### src/rtl/serial_deserializer_pkg.sv
// Shared definitions for the serial deserializer: FSM state encodings and the
// width helper for the bit counter.
package serial_deserializer_pkg;

  localparam logic ST_FILL = 1'b0;
  localparam logic ST_HOLD = 1'b1;

  // Bits needed to count 0..width inclusive.
  function automatic int count_width(input int width);
    return $clog2(width + 1);
  endfunction

endpackage

### src/rtl/serial_deserializer_sipo_shift_reg.sv
// Serial-in/parallel-out shift register with selectable bit order, a shift
// enable and a synchronous clear.
module sipo_shift_reg #(
  parameter int WIDTH     = 8,
  parameter bit MSB_FIRST = 1'b1
) (
  input  logic             clock,
  input  logic             reset_n,
  input  logic             shift_en,
  input  logic             clear,
  input  logic             din,
  output logic [WIDTH-1:0] data,
  output logic [WIDTH-1:0] data_next
);

  // MSB-first shifts left so the oldest bit ends in the top position.
  assign data_next = MSB_FIRST ? {data[WIDTH-2:0], din} : {din, data[WIDTH-1:1]};

  always_ff @(posedge clock or negedge reset_n) begin
    if (!reset_n) begin
      data <= '0;
    end else if (clear) begin
      data <= '0;
    end else if (shift_en) begin
      data <= data_next;
    end
  end

endmodule

### src/rtl/serial_deserializer.sv
// Assembles a serial bit stream into WIDTH-bit words presented through a
// one-word holding register on a valid/ready port.
module serial_deserializer
  import serial_deserializer_pkg::*;
#(
  parameter int WIDTH     = 8,
  parameter bit MSB_FIRST = 1'b1
) (
  input  logic                            clock,
  input  logic                            reset_n,
  input  logic                            serial_in,
  input  logic                            serial_valid,
  output logic                            serial_ready,
  input  logic                            flush,
  output logic [WIDTH-1:0]                word_out,
  output logic                            word_valid,
  input  logic                            word_ready,
  output logic [count_width(WIDTH)-1:0]   bit_count,
  output logic                            state
);

  localparam int            CW   = count_width(WIDTH);
  localparam logic [CW-1:0] LAST = CW'(WIDTH - 1);
  localparam logic [CW-1:0] FULL = CW'(WIDTH);

  // Handshakes: a transfer happens on a port only in a cycle where both its
  // valid and ready are high; valid never waits on ready, and word_out/word_valid
  // hold steady until the consumer takes the word.
  logic             beat;
  logic             drain;
  logic             slot_free;
  logic             shift_en;
  logic             load;
  logic [WIDTH-1:0] load_data;
  logic [WIDTH-1:0] shift_data;
  logic [WIDTH-1:0] shift_next;

  assign serial_ready = (state == ST_FILL);
  assign beat         = serial_valid & serial_ready;
  assign drain        = word_valid & word_ready;
  assign slot_free    = !word_valid | word_ready;
  assign shift_en     = beat & !flush;

  sipo_shift_reg #(
    .WIDTH     (WIDTH),
    .MSB_FIRST (MSB_FIRST)
  ) u_shift (
    .clock     (clock),
    .reset_n   (reset_n),
    .shift_en  (shift_en),
    .clear     (flush),
    .din       (serial_in),
    .data      (shift_data),
    .data_next (shift_next)
  );

  // A completing beat loads the combinational next value directly so the word
  // appears on the same edge that accepts its last bit.
  always_comb begin
    load      = 1'b0;
    load_data = shift_data;
    if (!flush) begin
      case (state)
        ST_FILL: begin
          if (beat && bit_count == LAST && slot_free) begin
            load      = 1'b1;
            load_data = shift_next;
          end
        end
        default: begin
          load = slot_free;
        end
      endcase
    end
  end

  always_ff @(posedge clock or negedge reset_n) begin
    if (!reset_n) begin
      state     <= ST_FILL;
      bit_count <= '0;
    end else if (flush) begin
      state     <= ST_FILL;
      bit_count <= '0;
    end else begin
      case (state)
        ST_FILL: begin
          if (beat) begin
            if (bit_count == LAST) begin
              if (slot_free) begin
                bit_count <= '0;
              end else begin
                state     <= ST_HOLD;
                bit_count <= FULL;
              end
            end else begin
              bit_count <= bit_count + CW'(1);
            end
          end
        end
        default: begin
          if (slot_free) begin
            state     <= ST_FILL;
            bit_count <= '0;
          end
        end
      endcase
    end
  end

  // Holding register: a load wins over a drain so back-to-back words have no bubble.
  always_ff @(posedge clock or negedge reset_n) begin
    if (!reset_n) begin
      word_out   <= '0;
      word_valid <= 1'b0;
    end else if (load) begin
      word_out   <= load_data;
      word_valid <= 1'b1;
    end else if (drain) begin
      word_valid <= 1'b0;
    end
  end

endmodule

### config.mk
export PLATFORM = sky130hd
export DESIGN_NAME = serial_deserializer
export DESIGN_NICKNAME = d
export VERILOG_FILES = /design/src/rtl/serial_deserializer_pkg.sv /design/src/rtl/serial_deserializer_sipo_shift_reg.sv /design/src/rtl/serial_deserializer.sv
export SDC_FILE = /design/constraint.sdc
export NUM_CORES = 1
export LEC_CHECK = 0
export CAP_MARGIN = 20
export CELL_PAD_IN_SITES_DETAIL_PLACEMENT = 1
export CELL_PAD_IN_SITES_GLOBAL_PLACEMENT = 1
export CORE_ASPECT_RATIO = 1.5
export CORE_MARGIN = 5
export CORE_UTILIZATION = 40
export CTS_BUF_LIST = sky130_fd_sc_hd__clkbuf_2
export DETAILED_ROUTE_END_ITERATION = 6
export MAX_ROUTING_LAYER = met4
export PLACE_DENSITY_LB_ADDON = 0.3
export SYNTH_ARGS = -nofsm -noshare
export SYNTH_HDL_FRONTEND = slang
export SYNTH_SLANG_ARGS = --single-unit
### constraint.sdc
create_clock -name clock -period 2.4 [get_ports clock]
set_input_delay 0.24 -clock clock [delete_from_list [all_inputs] [get_ports clock]]
set_output_delay 0.24 -clock clock [all_outputs]
set_load 0.03 [all_outputs]
Yosys cells after proc, flatten, opt, wreduce, memory -nomap -nowiden
Cells that the tools add are included.
Widths: inputs -> output; s select.
{"block": "totals", "ff_bits": 22, "inputBits": 6, "out_inout_bits": 15}
{"block": "op_classes", "reduce_logical": 8, "addsub": 1, "bitwise": 5, "eq_ne": 2, "n_mux": 21}
{"op": "$mux 8", "n": 5}
{"op": "$mux 4", "n": 6}
{"op": "$mux 1", "n": 10}
{"op": "$add 4x1->4 const B", "n": 1}
{"op": "$eq 4x3->1 const B", "n": 1}
{"op": "$reduce_bool 2->1", "n": 2}
{"op": "$and 1x1->1", "n": 3}
{"op": "$ne 3x2->1 const B", "n": 1}
{"op": "$reduce_bool 3->1", "n": 1}
{"op": "$logic_and 1x1->1", "n": 2}
{"op": "$logic_not 1->1", "n": 2}
{"op": "$reduce_and 2->1", "n": 1}
{"op": "$not 1->1", "n": 1}
{"op": "$or 1x1->1", "n": 1}

Logic depth before layout (Yosys ltp)
Gate-level depths: netlist (run 1).
{"block": "depth", "ltp_word": 8, "ltp_mapped": 6, "ltp_nobuf": 5}

Cells and area by module
From an unflattened synthesis (run 1), not the netlist that was laid out.
{"block": "unflattened", "hier_cells": 111, "area_unflattened_um2": 1213.7}
{"mod": "serial_deserializer", "seq_area_each_um2": 350.3, "n_inst": 1, "cells_per_inst": 77, "area_each_um2": 828.3}
{"mod": "sipo_shift_reg", "seq_area_each_um2": 200.2, "n_inst": 1, "cells_per_inst": 34, "area_each_um2": 385.4}

Least setup slack after synthesis (run 1)
No wires, ideal clock.
{"block": "synth_timing", "path_type": "register to register", "from": "reg bit_count[0]", "to": "reg word_out[0]", "n_path_buf": 1, "arrival_time_ns": 1.804, "period_less_slack_ns": 1.930, "path_stages_with_launch": 7, "slack_ns": 0.470, "cell_sequence": "dfrtp_1 ha_1 nand4b_2 or4_4 buf_6 mux2i_1 a21oi_1"}
{"block": "synth_between", "elab_chain_cells": 6, "word_cells_on_any_way": 9, "cone_classes": "eq/ne (1); mux (6); reduce/logical (2)"}
{"item": "start: declaration", "line": "serial_deserializer.sv:18", "text": "output logic [count_width(WIDTH)-1:0] bit_count,"}
{"item": "start signal: assignment", "line": "serial_deserializer.sv:96", "text": "bit_count <= bit_count + CW'(1);"}
{"item": "$eq 4x3->1 (*)", "line": "serial_deserializer.sv:65", "text": "if (beat && bit_count == LAST && slot_free) begin"}
{"item": "$logic_and 1x1->1 (*) (2 in a row)", "line": "serial_deserializer.sv:65"}
{"item": "$mux 8 or $mux 1 (tied branches)", "line": "serial_deserializer.sv:65"}
{"item": "$mux 8 or $mux 1 (tied branches)", "line": "serial_deserializer.sv:63", "text": "case (state)"}
{"item": "$mux 8 or $mux 1 (tied branches)", "line": "serial_deserializer.sv:62", "text": "if (!flush) begin"}
{"item": "end signal: assignment", "line": "serial_deserializer.sv:116", "text": "word_out <= load_data;"}
{"item": "end: declaration", "line": "serial_deserializer.sv:15", "text": "output logic [WIDTH-1:0] word_out,"}
Mark *: on every way between the ends. The rest lies on a longest branch, timed or not.
A chain may end at the register's enable or synchronous reset.

Worst setup path after layout (run 1)
{"block": "layout_timing", "from": "reg bit_count[0]", "to": "reg word_out[1]"}
The elaborated chain is that of the path after synthesis.

==> results by group, run 1 <==
Critical path
  – Reg2reg setup slack: 480 ps
  – Setup crit start: bit_count[0]$_DFFE_PN0P_
  – Worst r2r path cells: 5
  – CP Capture Type: flip-flop
  – Max incr delay on CP: 610 ps
  – Data arrival time at the worst-slack endpoint: 2130 ps
  – Startpoint Class: flip-flop
  – CP cell instances: ha_1 -> nand4b_2 -> or4_4 -> mux2i_1 -> a21oi_1
  – CP required: 2610 ps
  – Critical R2R Launch: bit_count[0]$_DFFE_PN0P_
  – Worst-path fanout max: 8
  – CP Class: flip-flop to flip-flop
  – Worst R2R End: word_out[1]$_DFFE_PN0P_
  – Slowest cell on crit path: or4_4
  – Cell family with most CP delay: simple AND/OR/NAND/NOR gates
  – Buffer and inverter count on the worst path: 0

Logic synthesis
  – XOR/XNOR share of the synthesized area: 0%
  – Synth top area cells: dfrtp_1 (53%), a21oi_1 (8.3%), mux2i_1 (7.8%)
  – Syn nets: 112
  – Post-synthesis mux area share: 7.767%
  – Post-Synthesis Cell Area: 0.001031 mm^2
  – Post-synth top area cell: dfrtp_1
  – Sequential fraction of the synthesis area: 53.40%
  – Post-Synth Adder-Cell Area: 1.214%
  – Synth async-reset ratio: 100.0%
  – Mapped Cells: 105
  – Synth Area in Compound Gates: 16.02%
  – Share of the synthesized area in the top cell type: 53.40%
  – Post-synth EDFFs: 0
  – Unique cell type count in the Yosys netlist: 25
  – Yosys warnings: 0
  – Simple-gate share of the synthesized area: 17.84%
  – Top FF cell, synth: dfrtp_1
  – Main combinational cell family by area after synthesis: simple AND/OR/NAND/NOR gates
  – Post-synthesis average cell area: 9.819 um^2
  – Yosys reg bits: 22

Clocking
  – Hold-fix buffers, CTS: 0
  – Clk sink count: 22
  – Post-CTS resize count: 0
  – Cts bufs inserted: 3
  – Clk root buf: clkbuf_2
  – Postcts setup bufs: 0
  – Worst-skew pair later-pin latency: 310 ps
  – Clock-pin transition on the worst setup and hold timing paths: 210 ps
  – TritonCTS clock tree: built
  – CTS H-tree lvls: 1
  – Clock Tree Buf Depth: 2

STA
  – Final min period: 1924 ps
  – Hold Vio Cnt, Final: 0
  – RSZ-0062 raised after global routing: false
  – Clock Skews: 15.42 ps
  – Final max-slew violation count: 0
  – Final setup violation count: 0
  – Hold WS: 238.1 ps
  – Final worst path period share: 80.16%
  – Worst Max-Slew Pin Slew: 576.9 ps
  – Fin Setup TNS: 0 ps
  – F_max: 519.8 MHz
  – Worst relative slew slack: 61.31%

Routing
  – Drt initial violations: 10
  – Post-route ant nets: 0
  – Drt pass-1 iters: 3
  – Total Wirelength: 2283 um
  – Drc violations: 0
  – Total number of vias: 830
  – Wire length per cell: 15.12 um
  – Via/cell ratio: 5.497

Run status
  – Outcome: completed

Floorplan
  – Die Ht: 72.18 um
  – Number of top-level pins: 21
  – DIE AREA: 0.003714 mm^2
  – Row count: 22
  – Initial cell density of the core: 42.08%
  – Core area: 0.002450 mm^2
  – DIE WIDTH: 51.45 um

Global routing
  – Vias in the first global route: 879
  – Largest net degree at the start of global routing: 23
  – Gr ovfl total: 0
  – Antenna violations before repair: 0
  – First-pass GRT wire length: 4071 um
  – GRT Util Overall: 14.70%

Worst hold path
  – Min-delay worst type: input pin to async pin

Power
  – Pwr dens: 488.4 mW/mm^2
  – Leak pwr: 0.6147 nW
  – Max VDD drop: 0.2709 mV

Finish
  – Ant diodes: 0
  – P&R area growth vs syn: 24.03%
  – Share of cells above drive strength 1: 9.449%
  – Final nets: 135

Flow run
  – Number of max-cap violations: 0

Place
  – Port Buf Inserts: 20
  – Routability congestion estimate: 0.7121
  – Hpwl dp: 1758 um
## routing by layer
metal	vias to the layer above	GRT usage (%)	share of wire, %
met5	-	-	0
met4	0	4.373	0.74
met3	2	2.053	2.8
met2	14	26.49	55
met1	408	16.49	42
li1	406	-	-
## per-stage QoR
step / instance area [um^2] / worst slack (ps) / cells / total power, mW / util (%)
finish: 1279 / 476.1 / 151 / 0.6245 / 52.20
global route: 1279 / 330.7 / 151 / 0.6621 / 52.20
CTS: 1279 / 462.2 / 151 / 0.6375 / 52.20
detailed placement: 1260 / 454.5 / 147 / 0.4924 / 51.43
global placement: 1260 / 497.8 / 147 / 0.4888 / 51.43
floorplan: 1031 / 469.6 / 105 / 0.4440 / -
## cell usage after synthesis, types with 2 or more instances
cell      count
dfrtp_1      22
nand2_1      18
a21oi_1      17
nor2_1       10
mux2i_1       8
o21ai_0       5
clkbuf_1      4
inv_1         2
nand2b_1      2
nor2b_1       2
## worst max-delay path by stage
stage                                         end  slack (ps)  cells after the start
after detailed placement  word_out[1]$_DFFE_PN0P_         450                      5
after floorplan           word_out[0]$_DFFE_PN0P_         470                      6
after global routing      word_out[7]$_DFFE_PN0P_         330                      5
after global placement    word_out[7]$_DFFE_PN0P_         500                      5
after CTS                 word_out[1]$_DFFE_PN0P_         460                      5
final                     word_out[1]$_DFFE_PN0P_         480                      5
## power breakdown
| group | internal, mW | switching, mW |
|---|---|---|
| Clock | 0.0363 | 0.105 |
| Sequential | 0.383 | 0.00969 |
| Combinational | 0.0376 | 0.0535 |
| Total | 0.457 | 0.168 |
## logic make-up after synthesis
logic type	after synthesis
AND/OR/NAND/NOR	38
adder cells (fa/ha/maj)	1
AO/OA/AOI/OAI	28
flip-flops	22
multiplexers	8
buffers and inverters	8
## cells in the final DEF (no fill, tap or decap), types with 2 or more instances in the layout
cell / count
o21ai_0: 5
nor2_1: 10
nor2b_1: 2
buf_4: 4
nand2_1: 18
clkdlybuf4s50_1: 20
dfrtp_1: 22
nand2b_1: 2
clkbuf_2: 3
inv_1: 2
mux2i_1: 8
a21oi_1: 17
## registers in the layout, indices dropped and copies added (netlist names)
register,flops
state,1
word_out,8
u_shift.data,8
bit_count,4
word_valid,1
## layout make-up
cell class | instances | area (um^2)
fillers | 303 | 1171
flip-flops and latches | 22 | 550.5
multi-input cells | 75 | 441.7
repair buffers | 24 | 230.2
well taps | 24 | 30.03
clock buffers | 3 | 15.01
inverters | 2 | 7.507
clock inverters | 1 | 3.754
No activity file was read; power rests on OpenSTA's default activity.
==> inputs of run 2 (changes only) <==
Clock period 2.4 ns to 1.8 ns, I/O delays scaled along.
==> results by group, run 2 (synthesis results as in run 1) <==
Global routing
  – GR Layer Usage met2: 25.21%
  – First-pass GRT wire length: 4071 um
  – GR Util met3: 2.259%
  – Vias in the first global route: 902
  – GRT Util Overall: 14.86%
  – Largest net degree at the start of global routing: 23
  – Gr ovfl total: 0
  – Antenna violations before repair: 0
  – Most used routing layer: met2
  – Met1 GRT Util: 16.86%

Critical path
  – Slowest cell on crit path: or4_4
  – Max incr delay on CP: 590 ps
  – Worst r2r path cells: 5
  – CP Class: flip-flop to flip-flop
  – Cell family with most CP delay: simple AND/OR/NAND/NOR gates
  – Worst-path fanout max: 8
  – Data arrival time at the worst-slack endpoint: 1940 ps
  – Buffer and inverter count on the worst path: 0
  – CP Capture Type: flip-flop
  – CP required: 2030 ps
  – Startpoint Class: flip-flop
  – CP cell instances: ha_4 -> nand4b_4 -> or4_4 -> mux2i_1 -> a21oi_1
  – Stages on the worst setup path: 5

Finish
  – Fin cells: 157
  – Fill cell count: 280
  – Biggest regs: u_shift.data x8, word_out x8, bit_count x4
  – Share of cells above drive strength 1: 16.54%
  – Final nets: 141
  – Commonest cells after routing, fill and taps aside: dfrtp_1 (20), nand2_1 (18), a21oi_1 (17), clkdlybuf4s50_1 (17)
  – Area of the multi-input gates: 462.9 um^2
  – P&R area growth vs syn: 33.62%
  – Commonest non-fill, non-tap cell in the layout: dfrtp_1
  – Sequential cell area: 553.0 um^2
  – Ant diodes: 0

STA
  – Worst relative slew slack: 77.44%
  – RSZ-0062 raised after global routing: true
  – Final min period: 1715 ps
  – Hold Vio Cnt, Final: 0
  – F_max: 583.1 MHz
  – Final setup violation count: 0
  – Worst Max-Slew Pin Slew: 338.4 ps
  – Final max-slew violation count: 0
  – Final worst path period share: 95.27%
  – Hold WS: 168.6 ps
  – Fin Setup TNS: 0 ps
  – Clock Skews: 14.20 ps

Flow run
  – Number of max-cap violations: 0

Clocking
  – TritonCTS clock tree: built
  – Hold-fix buffers, CTS: 0
  – Clk sink count: 22
  – Cts bufs inserted: 3
  – CTS H-tree lvls: 1
  – Clock Tree Buf Depth: 2
  – Clock-pin transition on the worst setup and hold timing paths: 220 ps
  – Worst-skew pair later-pin latency: 330 ps
  – Clk root buf: clkbuf_2

Place
  – Placed insts: 152
  – Hpwl dp: 1764 um
  – Routability congestion estimate: 0.7341
  – Port Buf Inserts: 20

Routing
  – Via/cell ratio: 5.408
  – Drt pass-1 iters: 4
  – Drc violations: 0
  – Post-route ant nets: 0
  – Drt initial violations: 18
  – Total Wirelength: 2373 um
  – Total number of vias: 849
  – Wire length per cell: 15.11 um

Floorplan
  – DIE AREA: 0.003714 mm^2
  – Row count: 22
  – Initial cell density of the core: 42.08%
  – DIE WIDTH: 51.45 um
  – Core area: 0.002450 mm^2
  – Number of top-level pins: 21
  – Die Ht: 72.18 um

Power
  – Pwr dens: 726.5 mW/mm^2
  – Max VDD drop: 0.6207 mV
  – Leak pwr: 0.7079 nW

Run status
  – Outcome: completed

Worst hold path
  – Min-delay worst type: input pin to async pin
## run 2: cell count changes in the layout (fill, tap and decap cells not counted), sizes merged
cell | previous run | this run
buf | 4 | 10
bufinv | 0 | 1
clkdlybuf4s50 | 20 | 17
clkinv | 1 | 0
dlygate4sd2 | 0 | 1
dlymetal6s2s | 0 | 2
## run 2: area by class of cell
type	count	area share, %
Sequential cell	22	40.15
Multi-Input combinational cell	75	33.61
Clock buffer	3	1.090
Inverter	2	0.5450
Timing Repair Buffer	30	20.25
Clock inverter	1	2.180
Tap cell	24	2.180
## run 2: final timing paths
| check | slack, ps | endpoint | start |
|---|---|---|---|
| worst max-delay path | 90 | word_out[3]$_DFFE_PN0P_ | bit_count[0]$_DFFE_PN0P_ |
| worst min-delay path | 170 | word_out[4]$_DFFE_PN0P_ | reset_n |
| worst max register to register | 90 | word_out[3]$_DFFE_PN0P_ | bit_count[0]$_DFFE_PN0P_ |
| worst min register to register | 550 | word_out[7]$_DFFE_PN0P_ | word_out[7]$_DFFE_PN0P_ |
| max in group asynchronous | 1400 | bit_count[1]$_DFFE_PN0P_ | reset_n |
| min in group clock | 410 | u_shift.data[0]$_DFFE_PN0P_ | serial_in |
## run 2: through the flow
stage          total power [mW]  worst slack (ps)  utilization [%]  cell area [um^2]
2_1_floorplan            0.5955             31.39                -              1046
4_1_cts                   1.006             45.00            55.36              1356
5_1_grt                   1.055            -41.66            56.23              1378
6_report                  1.001             85.09            56.23              1378
3_5_place_dp             0.6657             4.647            53.58              1313
3_3_place_gp             0.6603             8.314            53.58              1313
## run 2: metal layers
layer	up-vias	routed length [um]
li1	418	-
met2	16	1290
met4	0	38
met5	-	0
met3	4	57
met1	411	986
## run 2: what timing repair did
action / 4_1_cts / 5_1_grt
endpoints found under the setup margin: 1 / 9
pin swaps: 0 / 2
buffers inserted: 0 / 1
gates resized for setup: 1 / 3
## run 2: where the power goes
group	switching, mW	leakage [nW]	internal [mW]
clock	0.151	0.0266	0.192
combinational	0.0745	0.388	0.0581
sequential	0.0145	0.293	0.511
## run 2: worst register-to-register path: cells and delay by family (launching register included)
| family | cells | cell delay [ps] |
|---|---|---|
| AND/OR/NAND/NOR | 2 | 690 |
| flip-flops | 1 | 470 |
| multiplexers | 1 | 190 |
| adder cells (fa/ha/maj) | 1 | 180 |
| AO/OA/AOI/OAI | 1 | 80 |
